--- config.mk ---
export PLATFORM = sky130hd
export DESIGN_NAME = sync_tx
export DESIGN_NICKNAME = d
export VERILOG_FILES = /design/src/rtl/sync_pkg.sv /design/src/rtl/sync_bit_timer.sv /design/src/rtl/sync_tx.sv
export SDC_FILE = /design/constraint.sdc
export NUM_CORES = 1
export LEC_CHECK = 0
export CAP_MARGIN = 20
export CORE_ASPECT_RATIO = 2
export CORE_MARGIN = 2
export CORE_UTILIZATION = 52
export CTS_CLUSTER_DIAMETER = 150
export DETAILED_ROUTE_END_ITERATION = 6
export HOLD_SLACK_MARGIN = 0.03
export PLACE_DENSITY_LB_ADDON = 0.08
export SETUP_SLACK_MARGIN = 0.3
export SLEW_MARGIN = 15
export SYNTH_ARGS = -nofsm -noshare
export SYNTH_HDL_FRONTEND = slang
export SYNTH_SLANG_ARGS = --single-unit
--- constraint.sdc ---
create_clock -name clk -period 2.2 [get_ports clk]
set_input_delay 0.22 -clock clk [delete_from_list [all_inputs] [get_ports clk]]
set_output_delay 0.22 -clock clk [all_outputs]
set_load 0.05 [all_outputs]
--- src/rtl/sync_pkg.sv ---
`default_nettype none
// ============================================================================
//  Module   : sync_pkg
//  Brief    : Shared encodings and default timing for the sync link
//             (sync_tx transmitter and fsm_sync receiver).
//  Revision : 1.0  initial release
// ============================================================================
package sync_pkg;

  // Transmitter state encoding, visible on the tx_state port
  typedef enum logic [2:0] {
    ST_IDLE  = 3'd0,
    ST_SYNC  = 3'd1,
    ST_GUARD = 3'd2,
    ST_DATA  = 3'd3,
    ST_WAIT  = 3'd4
  } tx_state_e;

  // Default timing at a 10 MHz system clock
  localparam int CLK_HZ     = 10_000_000;
  localparam int PULSE_CYC  = 1;      // 100 ns sync pulse
  localparam int BIT_CYC    = 10;     // 1 us guard / OOK bit
  localparam int PERIOD_CYC = 10_000; // 1 ms frame period

endpackage : sync_pkg
`default_nettype wire

--- src/rtl/sync_bit_timer.sv ---
`default_nettype none
// ============================================================================
//  Module   : sync_bit_timer
//  Brief    : Loadable down-counter with terminal-count flag. Stops at zero
//             and only restarts through an explicit load.
//  Revision : 1.0  initial release
// ============================================================================
module sync_bit_timer #(
  parameter int W = 4
) (
  input  logic         clk,
  input  logic         rst,       // asynchronous, active low
  input  logic         load,
  input  logic [W-1:0] load_val,
  output logic         tc
);

  logic [W-1:0] cnt_q;
  logic [W-1:0] cnt_d;

  // Load has priority; otherwise count down and park at zero
  always_comb begin
    cnt_d = cnt_q;
    if (load) begin
      cnt_d = load_val;
    end else if (cnt_q != '0) begin
      cnt_d = cnt_q - W'(1);
    end
  end

  // Counter register
  always_ff @(posedge clk or negedge rst) begin
    if (!rst) begin
      cnt_q <= '0;
    end else begin
      cnt_q <= cnt_d;
    end
  end

  assign tc = (cnt_q == '0);

endmodule : sync_bit_timer
`default_nettype wire

--- src/rtl/sync_tx.sv ---
`default_nettype none
// ============================================================================
//  Module   : sync_tx
//  Brief    : Periodic RF sync pulse generator with an optional OOK payload
//             byte (MSB first) after each sync, one-entry payload buffer.
//  Revision : 1.0  initial release
// ============================================================================
module sync_tx #(
  parameter int PULSE_CYC  = sync_pkg::PULSE_CYC,
  parameter int BIT_CYC    = sync_pkg::BIT_CYC,
  parameter int PERIOD_CYC = sync_pkg::PERIOD_CYC,
  parameter int DATA_W     = 8
) (
  input  logic              clk,
  input  logic              rst,        // asynchronous, active low
  input  logic              en,
  input  logic [DATA_W-1:0] data_in,
  input  logic              data_valid,
  output logic              data_ready,
  output logic              rfout,
  output logic [2:0]        tx_state,
  output logic              frame_done
);

  import sync_pkg::*;

  localparam int TMAX = (PULSE_CYC > BIT_CYC) ? PULSE_CYC : BIT_CYC;
  localparam int TW   = $clog2(TMAX + 1);
  localparam int PW   = $clog2(PERIOD_CYC);
  localparam int BW   = $clog2(DATA_W + 1);

  localparam logic [TW-1:0] PULSE_LD = TW'(PULSE_CYC - 1);
  localparam logic [TW-1:0] BIT_LD   = TW'(BIT_CYC - 1);
  localparam logic [PW-1:0] PCNT_END = PW'(PERIOD_CYC - 1);
  localparam logic [BW-1:0] BITS_LD  = BW'(DATA_W - 1);

  tx_state_e         state_q, state_d;
  logic [PW-1:0]     pcnt_q, pcnt_d;
  logic [BW-1:0]     bits_q, bits_d;
  logic [DATA_W-1:0] shreg_q, shreg_d;
  logic [DATA_W-1:0] buf_q, buf_d;
  logic              buf_full_q, buf_full_d;
  logic              rfout_q, rfout_d;
  logic              frame_done_q, frame_done_d;
  logic              tmr_load;
  logic [TW-1:0]     tmr_val;
  logic              tmr_tc;

  // Shared timer for the sync pulse, guard and each payload bit
  sync_bit_timer #(.W(TW)) u_timer (
    .clk      (clk),
    .rst      (rst),
    .load     (tmr_load),
    .load_val (tmr_val),
    .tc       (tmr_tc)
  );

  // Next-state, buffer, period counter and registered-output decode
  always_comb begin
    state_d    = state_q;
    bits_d     = bits_q;
    shreg_d    = shreg_q;
    buf_d      = buf_q;
    buf_full_d = buf_full_q;
    tmr_load   = 1'b0;
    tmr_val    = '0;

    // The buffer accepts in any state; it can never be both filled and
    // consumed on one edge because consuming requires it to be full.
    if (data_valid && !buf_full_q) begin
      buf_d      = data_in;
      buf_full_d = 1'b1;
    end

    case (state_q)
      ST_IDLE: begin
        if (en) begin
          state_d  = ST_SYNC;
          tmr_load = 1'b1;
          tmr_val  = PULSE_LD;
        end
      end
      ST_SYNC: begin
        if (tmr_tc) begin
          state_d  = ST_GUARD;
          tmr_load = 1'b1;
          tmr_val  = BIT_LD;
        end
      end
      ST_GUARD: begin
        if (tmr_tc) begin
          if (buf_full_q) begin
            state_d    = ST_DATA;
            tmr_load   = 1'b1;
            tmr_val    = BIT_LD;
            shreg_d    = buf_q;
            bits_d     = BITS_LD;
            buf_full_d = 1'b0;
          end else begin
            state_d = ST_WAIT;
          end
        end
      end
      ST_DATA: begin
        if (tmr_tc) begin
          if (bits_q == '0) begin
            state_d = ST_WAIT;
          end else begin
            bits_d   = bits_q - BW'(1);
            shreg_d  = shreg_q << 1;
            tmr_load = 1'b1;
            tmr_val  = BIT_LD;
          end
        end
      end
      ST_WAIT: begin
        if (pcnt_q == PCNT_END) begin
          if (en) begin
            state_d  = ST_SYNC;
            tmr_load = 1'b1;
            tmr_val  = PULSE_LD;
          end else begin
            state_d = ST_IDLE;
          end
        end
      end
      default: state_d = ST_IDLE;
    endcase

    // Period counter restarts at each sync entry, holds while idle and
    // never runs past the end of the period.
    pcnt_d = pcnt_q;
    if (state_d == ST_SYNC && state_q != ST_SYNC) begin
      pcnt_d = '0;
    end else if (state_q != ST_IDLE && pcnt_q != PCNT_END) begin
      pcnt_d = pcnt_q + PW'(1);
    end

    // Outputs are decoded from next-state values so they line up with tx_state
    rfout_d      = (state_d == ST_SYNC) ||
                   (state_d == ST_DATA && shreg_d[DATA_W-1]);
    frame_done_d = (state_d == ST_WAIT) && (pcnt_d == PCNT_END);
  end

  // State and datapath registers
  always_ff @(posedge clk or negedge rst) begin
    if (!rst) begin
      state_q      <= ST_IDLE;
      pcnt_q       <= '0;
      bits_q       <= '0;
      shreg_q      <= '0;
      buf_q        <= '0;
      buf_full_q   <= 1'b0;
      rfout_q      <= 1'b0;
      frame_done_q <= 1'b0;
    end else begin
      state_q      <= state_d;
      pcnt_q       <= pcnt_d;
      bits_q       <= bits_d;
      shreg_q      <= shreg_d;
      buf_q        <= buf_d;
      buf_full_q   <= buf_full_d;
      rfout_q      <= rfout_d;
      frame_done_q <= frame_done_d;
    end
  end

  assign tx_state   = state_q;
  assign rfout      = rfout_q;
  assign frame_done = frame_done_q;
  assign data_ready = ~buf_full_q;

endmodule : sync_tx
`default_nettype wire
==> flow_metrics.py, run 1 <==
metrics = {
    "outcome": {
        "status": "completed",
    },
    "grt": {
        "grt_pass1_wl_um": 9540,
        "grt_overflow": 0,
        "grt_max_degree": 22,
        "grt_pass1_vias": 2052,
        "grtUsageTotal_pct": 25.4,
        "antenna_found_initial": 0,
    },
    "sta": {
        "drv_slew": 0,
        "fin_crit_ns": 2.10,
        "hold_viol_final": 0,
        "setup_slack_ns": 0.105,
        "timing_worst_slew_pin_value_ns": 0.521,
        "fmax_mhz": 477,
        "finalSetupViolations": 0,
        "rsz0062_at_grt": "yes",
        "fin_skew_ns": 0.0103,
        "hold_slack_ns": 0.336,
        "fin_crit_sh_pct": 95.2,
        "maxSlewHeadroom_pct": 65.2,
        "setup_tns_ns": 0,
    },
    "drt": {
        "wl_um": 6110,
        "vias": 1988,
        "drt_pass1_iterations": 4,
        "drt-initial-drc-count": 36,
        "ant_nets": 0,
        "wl_per_cell_um": 18.0,
        "viasPerCell": 5.85,
        "drc_errors": 0,
    },
    "placement": {
        "numPortBuffers": 17,
        "dp_slack_ns": -0.0943,
        "hpwlAfterDp_um": 4300,
        "postPlaceCellArea_mm2": 0.00273,
        "gp_congestion": 0.859,
        "dp_cells": 316,
    },
    "die": {
        "boundaryPins": 18,
        "die_h_um": 98.6,
        "die-width_um": 51.3,
        "initial_core_util_pct": 53.6,
        "dieArea_mm2": 0.00505,
        "core_area_mm2": 0.00434,
        "rows": 34,
    },
    "yosys": {
        "seq_area_frac_synth_pct": 47.4,
        "synth_cell_types": 50,
        "syn_nets": 250,
        "synthArstFlopShare_pct": 100,
        "syn-cell-area_mm2": 0.00232,
        "synth_edf_count": 0,
        "syn-instance-count": 235,
        "synth_flop_cell": "dfrtp_1",
        "ys_seq_elements": 44,
        "syn_avg_cell_area_um2": 9.89,
        "ys_warn_count": 0,
    },
    "finish": {
        "drive_above_1_share_pct": 33.6,
        "antenna_cells": 0,
        "final_cells": 340,
        "stdcell_area_mm2": 0.00315,
        "fillers": 339,
        "layout_common_cells": "dfrtp_1, buf_4, nand2_1",
        "final_nets": 300,
        "layout_commonest_cell": "dfrtp_1",
        "syn_to_final_growth_pct": 35.5,
    },
    "clocking": {
        "cts_inserted_buffers": 5,
        "cts_tree": "built",
        "clock_latency_ns": 0.30,
        "clkSinkCount": 44,
        "path_clk_slew_ns": 0.09,
        "cts_root_buf": "clkbuf_8",
        "htree_levels": 2,
        "clockBufferDepth": 2,
    },
    "worst_setup_path": {
        "crit_type": "flop to flop",
        "arrival_ns": 2.28,
        "critPathLaunchType": "flop",
        "crit_fanout": 6,
        "cp-end-kind": "flop",
        "cp.required_ns": 2.39,
    },
    "flow_run": {
        "maxCapViolations": 0,
    },
    "pwr": {
        "worst_ir_drop_vdd_mv": 0.843,
        "p_per_area_mw_per_mm2": 1300,
        "p_leak_nw": 1.36,
    },
    "worst_hold_path": {
        "hp-class": "primary input to async pin",
    },
}
## flip-flops by register name, indices dropped and copies added, names as in the netlist
register	count
buf_q	8
shreg_q	8
u_timer.cnt_q	4
frame_done	1
tx_state	3
bits_q	4
rfout	1
pcnt_q	14
buf_full_q	1
## per-layer routing
| metal | track usage [%] | routed length [um] | vias to the layer above |
|---|---|---|---|
| met5 | 0 | 0 | - |
| met4 | 11.9 | 265 | 0 |
| met3 | 3.18 | 101 | 20 |
| met2 | 51.1 | 3720 | 42 |
| met1 | 23.2 | 2020 | 985 |
| li1 | - | - | 941 |
## worst paths after layout
| check | start | slack [ns] | end | depth (start not counted) |
|---|---|---|---|---|
| worst max register to register | pcnt_q[1] | 0.10 | frame_done | 7 |
| min in group clk | shreg_q[2] | 0.49 | shreg_q[2] | 2 |
| worst min register to register | shreg_q[2] | 0.49 | shreg_q[2] | 2 |
| max in group asynchronous | rst | 1.26 | pcnt_q[1] | 3 |
| worst max-delay path | pcnt_q[1] | 0.10 | frame_done | 7 |
| worst min-delay path | rst | 0.34 | pcnt_q[11] | 2 |
## critical path: stages, from the launching register on
cell	delay (ns)
dfrtp_2	0.43
ha_4	0.18
nand3_1	0.12
buf_4	0.19
nor4_2	0.29
xor2_1	0.26
o211ai_1	0.16
nor4_2	0.36
## Yosys cell counts (2+ instances only)
| cell type | n | area (um2) |
|---|---|---|
| a211oi_1 | 2 | 15.0 |
| a21boi_0 | 2 | 15.0 |
| a21oi_1 | 8 | 40.0 |
| a22oi_1 | 9 | 67.6 |
| a31oi_1 | 3 | 18.8 |
| a41oi_1 | 2 | 17.5 |
| and3_1 | 2 | 12.5 |
| buf_2 | 2 | 10.0 |
| clkbuf_1 | 7 | 26.3 |
| clkbuf_2 | 2 | 10.0 |
| dfrtp_1 | 44 | 1100 |
| ha_1 | 3 | 37.5 |
| inv_1 | 10 | 37.5 |
| mux2_2 | 9 | 101 |
| nand2_1 | 24 | 90.1 |
| nand2b_1 | 4 | 25.0 |
| nand3_1 | 7 | 35.0 |
| nand4_1 | 3 | 18.8 |
| nor2_1 | 18 | 67.6 |
| nor2b_1 | 7 | 43.8 |
| nor3_1 | 14 | 70.1 |
| nor3b_1 | 2 | 15.0 |
| nor4_1 | 4 | 25.0 |
| o21ai_0 | 3 | 15.0 |
| o31ai_1 | 5 | 37.5 |
| or2_2 | 3 | 18.8 |
| xnor2_1 | 8 | 70.1 |
| xor2_1 | 6 | 52.6 |
## repair_timing
item	4_1_cts	5_1_grt
setup endpoints to repair	24	33
setup buffers	7	6
pin swaps	2	6
gates cloned	1	1
endpoints found under the hold margin	13	0
resized for setup	20	21
hold buffers	1	0
## cells by family (layout without fill, tap and decap cells)
| group | Yosys count | count (layout) | synth area share (%) |
|---|---|---|---|
| buffers and inverters | 22 | 73 | 4.09 |
| and+or+nand+nor | 97 | 97 | 22.2 |
| adders and majority gates | 3 | 3 | 1.61 |
| DFF | 44 | 44 | 47.4 |
| AOI/OAI and AO/OA | 46 | 46 | 15.1 |
| xor gates and xnor gates | 14 | 14 | 5.27 |
| muxes | 9 | 9 | 4.36 |
## where the power goes
part | switching [W] | internal [W]
clock | 0.000273 | 0.000255
sequential | 0.000300 | 0.00111
combinational | 0.00111 | 0.00104
total | 0.00169 | 0.00240
## metrics by stage
stage	utilization, %	total power (W)
floorplan	-	0.00250
global placement	62.9	0.00301
detailed placement	62.9	0.00306
CTS	68.9	0.00380
global route	72.6	0.00434
finish	72.6	0.00409
## area by class of cell
class | instances | area (um2) | area share [%]
clock buffers | 7 | 86.3 | 2.74
clock inverters | 1 | 7.51 | 0.238
inverters | 10 | 37.5 | 1.19
multi-input cells | 169 | 1340 | 42.5
flip-flops and latches | 44 | 1110 | 35.1
well taps | 54 | 67.6 | 2.14
repair buffers | 55 | 505 | 16.0
No activity file was read; power rests on OpenSTA's default activity.
==> run 2, diff against run 1 <==
--- a/config.mk
+++ b/config.mk
@@ -7,8 +7,8 @@
 export LEC_CHECK = 0
 export CAP_MARGIN = 20
 export CORE_ASPECT_RATIO = 2
-export CORE_MARGIN = 2
-export CORE_UTILIZATION = 52
+export CORE_MARGIN = 3
+export CORE_UTILIZATION = 45
 export CTS_CLUSTER_DIAMETER = 150
 export DETAILED_ROUTE_END_ITERATION = 6
 export HOLD_SLACK_MARGIN = 0.03
==> run 2 against run 1 <==
  * Cell area down 2.8%
  * Non-clock buffer count unchanged
  * Maximum frequency rose by 1.2%
  * Wire length decreased by 4.9%
  * Via count shrank 0.30%
  * Sequential share of layout area up 1.1 points
  * Clock skew down 0.0012 ns
  * Clock power decreased by 8.1%
  * Critical path depth grew 1
  * Register-to-register slack improved by 0.03 ns
  * Core utilization shrank 11 points
  * Power shrank 4.6%
  * Critical endpoint is now u_timer.cnt_q[3]
  * Highest routed layer unchanged
==> flow_metrics.py, run 2 (synthesized netlist as in run 1, its figures left out) <==
metrics = {
    "die": {
        "rows": 36,
        "die-width_um": 56.8,
        "die_h_um": 108,
        "initial_core_util_pct": 46.9,
        "dieArea_mm2": 0.00612,
        "boundaryPins": 18,
        "core_area_mm2": 0.00495,
    },
    "drt": {
        "drc_errors": 0,
        "viasPerCell": 5.78,
        "wl_per_cell_um": 16.9,
        "drt-initial-drc-count": 46,
        "drt_pass1_iterations": 6,
        "vias": 1982,
        "ant_nets": 0,
        "wl_um": 5810,
    },
    "sta": {
        "fin_crit_sh_pct": 94.1,
        "drv_slew": 0,
        "fmax_mhz": 483,
        "maxSlewHeadroom_pct": 65.9,
        "fin_skew_ns": 0.00905,
        "timing_worst_slew_pin_value_ns": 0.511,
        "fin_crit_ns": 2.07,
        "finalSetupViolations": 0,
        "rsz0062_at_grt": "yes",
        "setup_tns_ns": 0,
        "hold_viol_final": 0,
    },
    "finish": {
        "antenna_cells": 0,
        "drive_above_1_share_pct": 31.5,
        "layout_common_cells": "dfrtp_1, buf_4, nand2_1",
        "top_regs": "pcnt_q x14, buf_q x8, shreg_q x8",
        "multiInputGateArea_mm2": 0.00129,
        "syn_to_final_growth_pct": 31.8,
        "final_nets": 300,
        "largest_reg_flops": 14,
        "fillers": 430,
        "register_area_mm2": 0.00111,
        "layout_commonest_cell": "dfrtp_1",
        "regMostFlops": "pcnt_q",
        "fin_util_pct": 61.8,
    },
    "clocking": {
        "clkSinkCount": 44,
        "cts_tree": "built",
        "path_clk_slew_ns": 0.08,
        "clock_latency_ns": 0.30,
        "clockBufferDepth": 2,
        "cts_root_buf": "clkbuf_8",
        "cts_inserted_buffers": 5,
        "htree_levels": 2,
    },
    "worst_setup_path": {
        "cp-end-kind": "flop",
        "arrival_ns": 2.27,
        "cp.required_ns": 2.40,
        "path_delay_family": "compound AO/OA/AOI/OAI gates",
        "crit_path_max_incr_delay_ns": 0.40,
        "critPathLaunchType": "flop",
        "cp_num_buf_inv": 2,
        "slowest_stage": "or3b_4",
        "crit_fanout": 6,
        "crit_type": "flop to flop",
        "path_cells": "inv_2 -> ha_4 -> or3b_4 -> a2111oi_4 -> a31o_2 -> a221oi_4 -> buf_6 -> o31ai_2",
    },
    "grt": {
        "grt_pass1_vias": 2034,
        "grt_pass1_wl_um": 9270,
        "grt_overflow": 0,
        "grtUsageTotal_pct": 19.8,
        "antenna_found_initial": 0,
        "grt_max_degree": 17,
    },
    "outcome": {
        "status": "completed",
    },
    "placement": {
        "gp_congestion": 0.900,
        "numPortBuffers": 17,
        "hpwlAfterDp_um": 4130,
    },
    "worst_hold_path": {
        "hp-class": "primary input to async pin",
    },
    "pwr": {
        "p_leak_nw": 1.35,
        "worst_ir_drop_vdd_mv": 0.748,
        "p_per_area_mw_per_mm2": 1270,
    },
    "flow_run": {
        "maxCapViolations": 0,
    },
}
-- run 2: final cells by class --
class / instances / share of cell area, %
inverters: 10 / 1.23
flip-flops and latches: 44 / 36.2
repair buffers: 55 / 15.4
clock buffers: 7 / 2.49
clock inverters: 1 / 0.163
multi-input cells: 169 / 42.2
well taps: 57 / 2.33
-- run 2: layer usage --
layer	GRT usage (%)	up-vias	part of all wire (%)	wire length, um
met3	2.88	17	3.0	173
li1	-	942	-	-
met4	10.6	0	4.0	235
met5	0	-	0	0
met1	19.0	978	34	2000
met2	38.5	45	59	3400
-- run 2: what timing repair did --
item / 4_1_cts / 5_1_grt
buffers inserted: 4 / 12
resized for setup: 20 / 14
setup endpoints to repair: 21 / 34
hold endpoints to repair: 13 / 0
pin swaps: 4 / 3
cloned: 0 / 2
hold buffers: 1 / 0
-- run 2: worst paths after layout --
kind	startpoint	to	slack (ns)	depth (start not counted)
max	bits_q[1]	u_timer.cnt_q[3]	0.13	8
min	rst	pcnt_q[13]	0.36	2
max reg2reg	bits_q[1]	u_timer.cnt_q[3]	0.13	8
min reg2reg	shreg_q[7]	shreg_q[7]	0.48	2
max in group asynchronous	rst	pcnt_q[0]	1.29	3
min in group clk	shreg_q[7]	shreg_q[7]	0.48	2
-- run 2: power by group --
group / leakage [nW] / internal (W) / switching [W]
logic: 0.759 / 0.000962 / 0.00102
registers: 0.547 / 0.00112 / 0.000317
clock network: 0.0422 / 0.000223 / 0.000262
total: 1.35 / 0.00230 / 0.00160
-- run 2: metrics by stage --
| stage | power (W) | setup WS [ns] | hold slack (ns) | area, um2 | std cells |
|---|---|---|---|---|---|
| floorplan | 0.00250 | 0.228 | -0.0756 | 2380 | 235 |
| global placement | 0.00299 | 0.0896 | 0.143 | 2700 | 316 |
| detailed placement | 0.00303 | 0.00122 | 0.149 | 2700 | 316 |
| CTS | 0.00371 | 0.153 | 0.364 | 2900 | 329 |
| global route | 0.00419 | 0.0279 | 0.365 | 3060 | 343 |
| finish | 0.00390 | 0.130 | 0.359 | 3060 | 343 |
